File: config.mk
export PLATFORM = sky130hd
export DESIGN_NAME = adam_axil_mem_slv
export DESIGN_NICKNAME = d
export VERILOG_FILES = /design/src/rtl/adam_axil_mem_pkg.sv /design/src/rtl/adam_axil_mem_slv.sv
export SDC_FILE = /design/constraint.sdc
export NUM_CORES = 1
export LEC_CHECK = 0
export ABC_CLOCK_PERIOD_IN_PS = 2200
export CELL_PAD_IN_SITES_DETAIL_PLACEMENT = 1
export CELL_PAD_IN_SITES_GLOBAL_PLACEMENT = 2
export CORE_UTILIZATION = 20
export CTS_CLUSTER_SIZE = 16
export DETAILED_ROUTE_END_ITERATION = 12
export PLACE_DENSITY_LB_ADDON = 0.08
export SLEW_MARGIN = 10
export SYNTH_ARGS = -nofsm -noshare
export SYNTH_HDL_FRONTEND = slang
export SYNTH_SLANG_ARGS = --single-unit
File: constraint.sdc
create_clock -name clk -period 2.2 [get_ports clk]
set_clock_uncertainty 0.2 [all_clocks]
set_input_delay 0.22 -clock clk [delete_from_list [all_inputs] [get_ports clk]]
set_output_delay 0.22 -clock clk [all_outputs]
set_load 0.02 [all_outputs]
File: src/rtl/adam_axil_mem_pkg.sv
// Shared types for the AXI-Lite memory responder.
package adam_axil_mem_pkg;

  typedef logic [1:0] resp_t;

  localparam resp_t RESP_OKAY   = 2'b00;
  localparam resp_t RESP_SLVERR = 2'b10;

  typedef enum logic [2:0] {
    IDLE,
    WR_MEM,
    WR_RESP,
    RD_MEM,
    RD_CAP,
    RD_RESP,
    PAUSED
  } state_t;

endpackage

File: src/rtl/adam_axil_mem_slv.sv
// AXI-Lite responder driving one single-port byte-enabled SRAM bank.
// One transaction in flight at a time; reads/writes round-robin arbitrated.
// The ADAM_PAUSE slave handshake parks the FSM in PAUSED between transactions.
module adam_axil_mem_slv
  import adam_axil_mem_pkg::*;
#(
  parameter int ADDR_WIDTH = 32,
  parameter int DATA_WIDTH = 32,
  parameter int MEM_SIZE   = 4096,
  parameter int MEM_AW     = $clog2(MEM_SIZE / (DATA_WIDTH / 8))
) (
  input  logic                    clk,
  input  logic                    rst_n,
  input  logic                    pause_req,
  output logic                    pause_ack,
  input  logic [ADDR_WIDTH-1:0]   aw_addr,
  input  logic                    aw_valid,
  output logic                    aw_ready,
  input  logic [DATA_WIDTH-1:0]   w_data,
  input  logic [DATA_WIDTH/8-1:0] w_strb,
  input  logic                    w_valid,
  output logic                    w_ready,
  output logic [1:0]              b_resp,
  output logic                    b_valid,
  input  logic                    b_ready,
  input  logic [ADDR_WIDTH-1:0]   ar_addr,
  input  logic                    ar_valid,
  output logic                    ar_ready,
  output logic [DATA_WIDTH-1:0]   r_data,
  output logic [1:0]              r_resp,
  output logic                    r_valid,
  input  logic                    r_ready,
  output logic                    mem_req,
  output logic                    mem_we,
  output logic [MEM_AW-1:0]       mem_addr,
  output logic [DATA_WIDTH/8-1:0] mem_be,
  output logic [DATA_WIDTH-1:0]   mem_wdata,
  input  logic [DATA_WIDTH-1:0]   mem_rdata
);

  localparam int                  BW  = DATA_WIDTH / 8;
  localparam int                  OFF = $clog2(BW);
  localparam logic [ADDR_WIDTH:0] LIM = (ADDR_WIDTH + 1)'(MEM_SIZE);

  state_t                  r_state, w_nxt;
  logic                    r_rr_wr_last;
  logic [MEM_AW-1:0]       r_addr;
  logic [DATA_WIDTH-1:0]   r_wdata;
  logic [BW-1:0]           r_be;
  logic                    r_inr;
  resp_t                   r_bresp, r_rresp;
  logic [DATA_WIDTH-1:0]   r_rdata;

  logic                    w_wr_elig, w_rd_elig, w_wr_gnt, w_rd_gnt;
  logic                    w_wr_go, w_rd_go, w_oor;
  logic [ADDR_WIDTH-1:0]   w_sel_addr;

  // Round-robin: on contention serve the class not served last.
  assign w_wr_elig  = aw_valid && w_valid;
  assign w_rd_elig  = ar_valid;
  assign w_wr_gnt   = w_wr_elig && (!w_rd_elig || !r_rr_wr_last);
  assign w_rd_gnt   = w_rd_elig && (!w_wr_elig ||  r_rr_wr_last);

  assign w_sel_addr = w_rd_go ? ar_addr : aw_addr;
  assign w_oor      = {1'b0, w_sel_addr} >= LIM;

  // A pending pause in IDLE must win over grants, otherwise an accepted
  // request would be stranded by the jump to PAUSED; so readys are gated here.
  assign aw_ready  = w_wr_go;
  assign w_ready   = w_wr_go;
  assign ar_ready  = w_rd_go;

  assign b_valid   = (r_state == WR_RESP);
  assign r_valid   = (r_state == RD_RESP);
  assign b_resp    = r_bresp;
  assign r_resp    = r_rresp;
  assign r_data    = r_rdata;
  assign pause_ack = (r_state == PAUSED);

  assign mem_req   = ((r_state == WR_MEM) || (r_state == RD_MEM)) && r_inr;
  assign mem_we    = (r_state == WR_MEM);
  assign mem_addr  = r_addr;
  assign mem_be    = r_be;
  assign mem_wdata = r_wdata;

  // State register.
  always_ff @(posedge clk or negedge rst_n) begin
    if (!rst_n) r_state <= PAUSED;
    else        r_state <= w_nxt;
  end

  // Next-state and handshake decode.
  always_comb begin
    w_nxt   = r_state;
    w_wr_go = 1'b0;
    w_rd_go = 1'b0;
    case (r_state)
      IDLE: begin
        if (pause_req) begin
          w_nxt = PAUSED;
        end else if (w_wr_gnt) begin
          w_wr_go = 1'b1;
          w_nxt   = WR_MEM;
        end else if (w_rd_gnt) begin
          w_rd_go = 1'b1;
          w_nxt   = RD_MEM;
        end
      end
      WR_MEM:  w_nxt = WR_RESP;
      WR_RESP: if (b_ready) w_nxt = IDLE;
      RD_MEM:  w_nxt = RD_CAP;
      RD_CAP:  w_nxt = RD_RESP;
      RD_RESP: if (r_ready) w_nxt = IDLE;
      PAUSED:  if (!pause_req) w_nxt = IDLE;
      default: w_nxt = IDLE;
    endcase
  end

  // Request capture at handshake and read-data capture in RD_CAP.
  always_ff @(posedge clk or negedge rst_n) begin
    if (!rst_n) begin
      r_rr_wr_last <= 1'b1;
      r_addr       <= '0;
      r_wdata      <= '0;
      r_be         <= '0;
      r_inr        <= 1'b0;
      r_bresp      <= RESP_OKAY;
      r_rresp      <= RESP_OKAY;
      r_rdata      <= '0;
    end else begin
      if (w_wr_go) begin
        r_rr_wr_last <= 1'b1;
        r_addr       <= w_sel_addr[MEM_AW+OFF-1:OFF];
        r_wdata      <= w_data;
        r_be         <= w_strb;
        r_inr        <= !w_oor;
        r_bresp      <= w_oor ? RESP_SLVERR : RESP_OKAY;
      end
      if (w_rd_go) begin
        r_rr_wr_last <= 1'b0;
        r_addr       <= w_sel_addr[MEM_AW+OFF-1:OFF];
        r_be         <= '0;
        r_inr        <= !w_oor;
        r_rresp      <= w_oor ? RESP_SLVERR : RESP_OKAY;
      end
      if (r_state == RD_CAP) r_rdata <= r_inr ? mem_rdata : '0;
    end
  end

endmodule

==> results.sh <==
export IMPL_switching_share_pct=36.5
export IMPL_regArea_um2=2130
export IMPL_hold_viol_final=0
export IMPL_netlist_instances=323
export IMPL_post_route_period_util_pct=94.1
export IMPL_place_ws_ps=-318
export IMPL_worst_slew_pin_slew_ps=550
export IMPL_clock_path_buffers=2
export IMPL_wirelength_mm=12.2
export IMPL_synthArstFlopShare_pct=100
export IMPL_grt_antenna_before_repair=0
export IMPL_clockRootBuffer="clkbuf_16"
export IMPL_ir_drop_v=0.000507
export IMPL_drive_gt1_share_pct=13.1
export IMPL_synth_edff_count=0
export IMPL_max_freq_mhz=483
export IMPL_ys_ff_latch=85
export IMPL_p_seq_share_pct=32.4
export IMPL_clkPwrFrac_pct=20.5
export IMPL_dieArea_um2=18400
export IMPL_cts_clk_slew_worst_paths_ps=70
export IMPL_path_class="reg -> out"
export IMPL_finalSetupTns_ps=0
export IMPL_post_drt_wl_per_cell_um=15.6
export IMPL_fillers=1926
export IMPL_critical_path_arrival_ps=1650
export IMPL_cts_tree="done"
export IMPL_final_cell_mix="clkdlybuf4s50_1 (214), dfrtp_1 (82), nand2_1 (77), o21ai_0 (44), mux2_2 (29)"
export IMPL_die_height_um=136
export IMPL_slew_headroom_pct=63.3
export IMPL_p_leak_nw=2.77
export IMPL_crit_start="r_state[2]"
export IMPL_critical_path_startpoint_type="flip-flop"
export IMPL_powerDensity_nw_per_um2=1260
export IMPL_gr_total_overflow=0
export IMPL_initial_core_util_pct=20.6
export IMPL_grt_max_degree=51
export IMPL_synthFlopType="dfrtp_1"
export IMPL_synth_avg_cell_area_um2=11.1
export IMPL_syn_to_final_growth_pct=79.8
export IMPL_p_int_mw=5.15
export IMPL_net_switching_power_mw=2.96
export IMPL_clock_sinks=85
export IMPL_drc=0
export IMPL_r2r_start="r_state[2]"
export IMPL_globalplace_congestion=0.746
export IMPL_firstDrtPassIters=4
export IMPL_hp_class="in -> async"
export IMPL_final_min_clock_period_ps=2070
export IMPL_multi_input_area_um2=1330
export IMPL_num_vias=3245
export IMPL_ys_types=39
export IMPL_end_kind="primary output"
export IMPL_worstSkewPairLatency_ps=340
export IMPL_grt_pass1_wl_mm=19.2
export IMPL_drt_iter0_markers=69
export IMPL_final_area_um2=6440
export IMPL_ys_seq_area_share_pct=59.5
export IMPL_first_global_vias=3621
export IMPL_h_tree_depth=3
export IMPL_cts_buffers=9
export IMPL_ant_nets=0
export IMPL_final_max_slew_viol_count=0
export IMPL_cp_max_fo=9
export IMPL_grt_setup_unrepaired="no"
export IMPL_setup_violations=0
export IMPL_final_common_cell="clkdlybuf4s50_1"
export IMPL_finalWorstSetupSlack_ps=130
export IMPL_nNetsFinal=692
export IMPL_placed_area_um2=6120
export IMPL_required_ps=1780
export IMPL_dp_hpwl_mm=9.35
export IMPL_grt_total_usage_pct=13.8
export IMPL_coreArea_um2=17400
export IMPL_die_x_um=136
export IMPL_status="complete, no violations"
export IMPL_fp_row_count=48
export IMPL_pin_count=230
export IMPL_combPwrFrac_pct=47.1
export IMPL_cap_viol_max_count=0
export IMPL_syn_area_um2=3580
export IMPL_diodes=0
export IMPL_avgViaCountPerCell=4.15
export IMPL_synth_warning_count=0
export IMPL_port_buffers=223
export IMPL_postCtsSetupBuffers=0
## path summary, 6_finish.rpt
check	end	slack, ps	cells past startpoint
max	r_valid	130	3
min	r_data[8]	210	2
max reg2reg	mem_wdata[4]	140	4
min reg2reg	r_data[16]	280	2
max in group asynchronous	mem_wdata[9]	930	3
min in group clk	r_data[26]	240	3
## flip-flops by register name, indices dropped and copies added, names as in the netlist
name,count
mem_addr,10
r_resp,1
b_resp,1
r_state,3
r_rr_wr_last,1
r_inr,1
mem_wdata,32
mem_be,4
r_data,32
## Yosys cell counts (2+ instances only)
master    count  share of area, %
and3b_1       3              0.73
a22o_1        4              0.98
nand3_1       2              0.28
nand2b_1      2              0.35
clkbuf_1     16               1.7
mux2_1        4               1.3
mux2_2       29               9.1
nand2_1      77               8.1
nor2_1        4              0.42
mux2i_1      10               2.8
nor4_1       10               1.7
buf_6         2              0.63
buf_4         5               1.0
dfstp_2       3               2.2
dfrtp_1      82                57
nor2b_1       2              0.35
a21o_1        2              0.42
and2_0        2              0.35
o21ai_0      44               6.1
## per-layer routing
metal,share of wire [%],vias up,GRT usage [%]
met3,7.6,18,5.18
met5,0,-,0
met4,2.2,0,5.24
met2,51,107,24.5
met1,39,1559,14.7
li1,-,1561,-
## critical path, cell delays in order (launching register included)
cell and delay, ps:
dfstp_2 580, buf_4 170, and3b_1 190, dlygate4sd2_1 370
## final cells by class
class	count	share of cell area, %
clock buffer	9	3.50
clock inverter	7	1.50
inverter	1	0.0583
multi-input combinational	214	20.6
sequential	85	33.1
tap	225	4.37
timing repair buffer	241	36.9
## power groups by stage
stage	registers [mW]	clock network, mW	logic, mW
2_1_floorplan	3.36	0	1.13
3_3_place_gp	2.62	0	3.86
3_5_place_dp	2.65	0	3.91
4_1_cts	2.64	1.74	3.90
5_1_grt	2.72	1.80	4.14
6_report	2.62	1.67	3.82
## metrics by stage
stage               total power, mW  hold WS (ps)  instances  util (%)
detailed placement             6.56          53.3        765      35.2
CTS                            8.27           222        782      37.0
global placement               6.48          55.3        765      35.2
floorplan                      4.48          -276        324         -
finish                         8.10           207        782      37.0
global route                   8.67           245        782      37.0
## cell families (layout without fill, tap and decap cells)
| group | Yosys count | after routing | share of synthesized area, % |
|---|---|---|---|
| compound gates | 56 | 56 | 8.80 |
| other cells | 1 | 2 | 0.105 |
| buf+inv | 25 | 258 | 3.60 |
| flops | 85 | 85 | 59.5 |
| mux | 43 | 43 | 13.2 |
| simple gates | 113 | 113 | 14.8 |
## timing repair
action	CTS	global route
endpoints found under the setup margin	8	23
gates resized for setup	12	5
hold endpoints to repair	34	0
gates cloned	0	0
hold buffers	1	0
pin swaps	1	0
No activity file was read; power rests on OpenSTA's default activity.
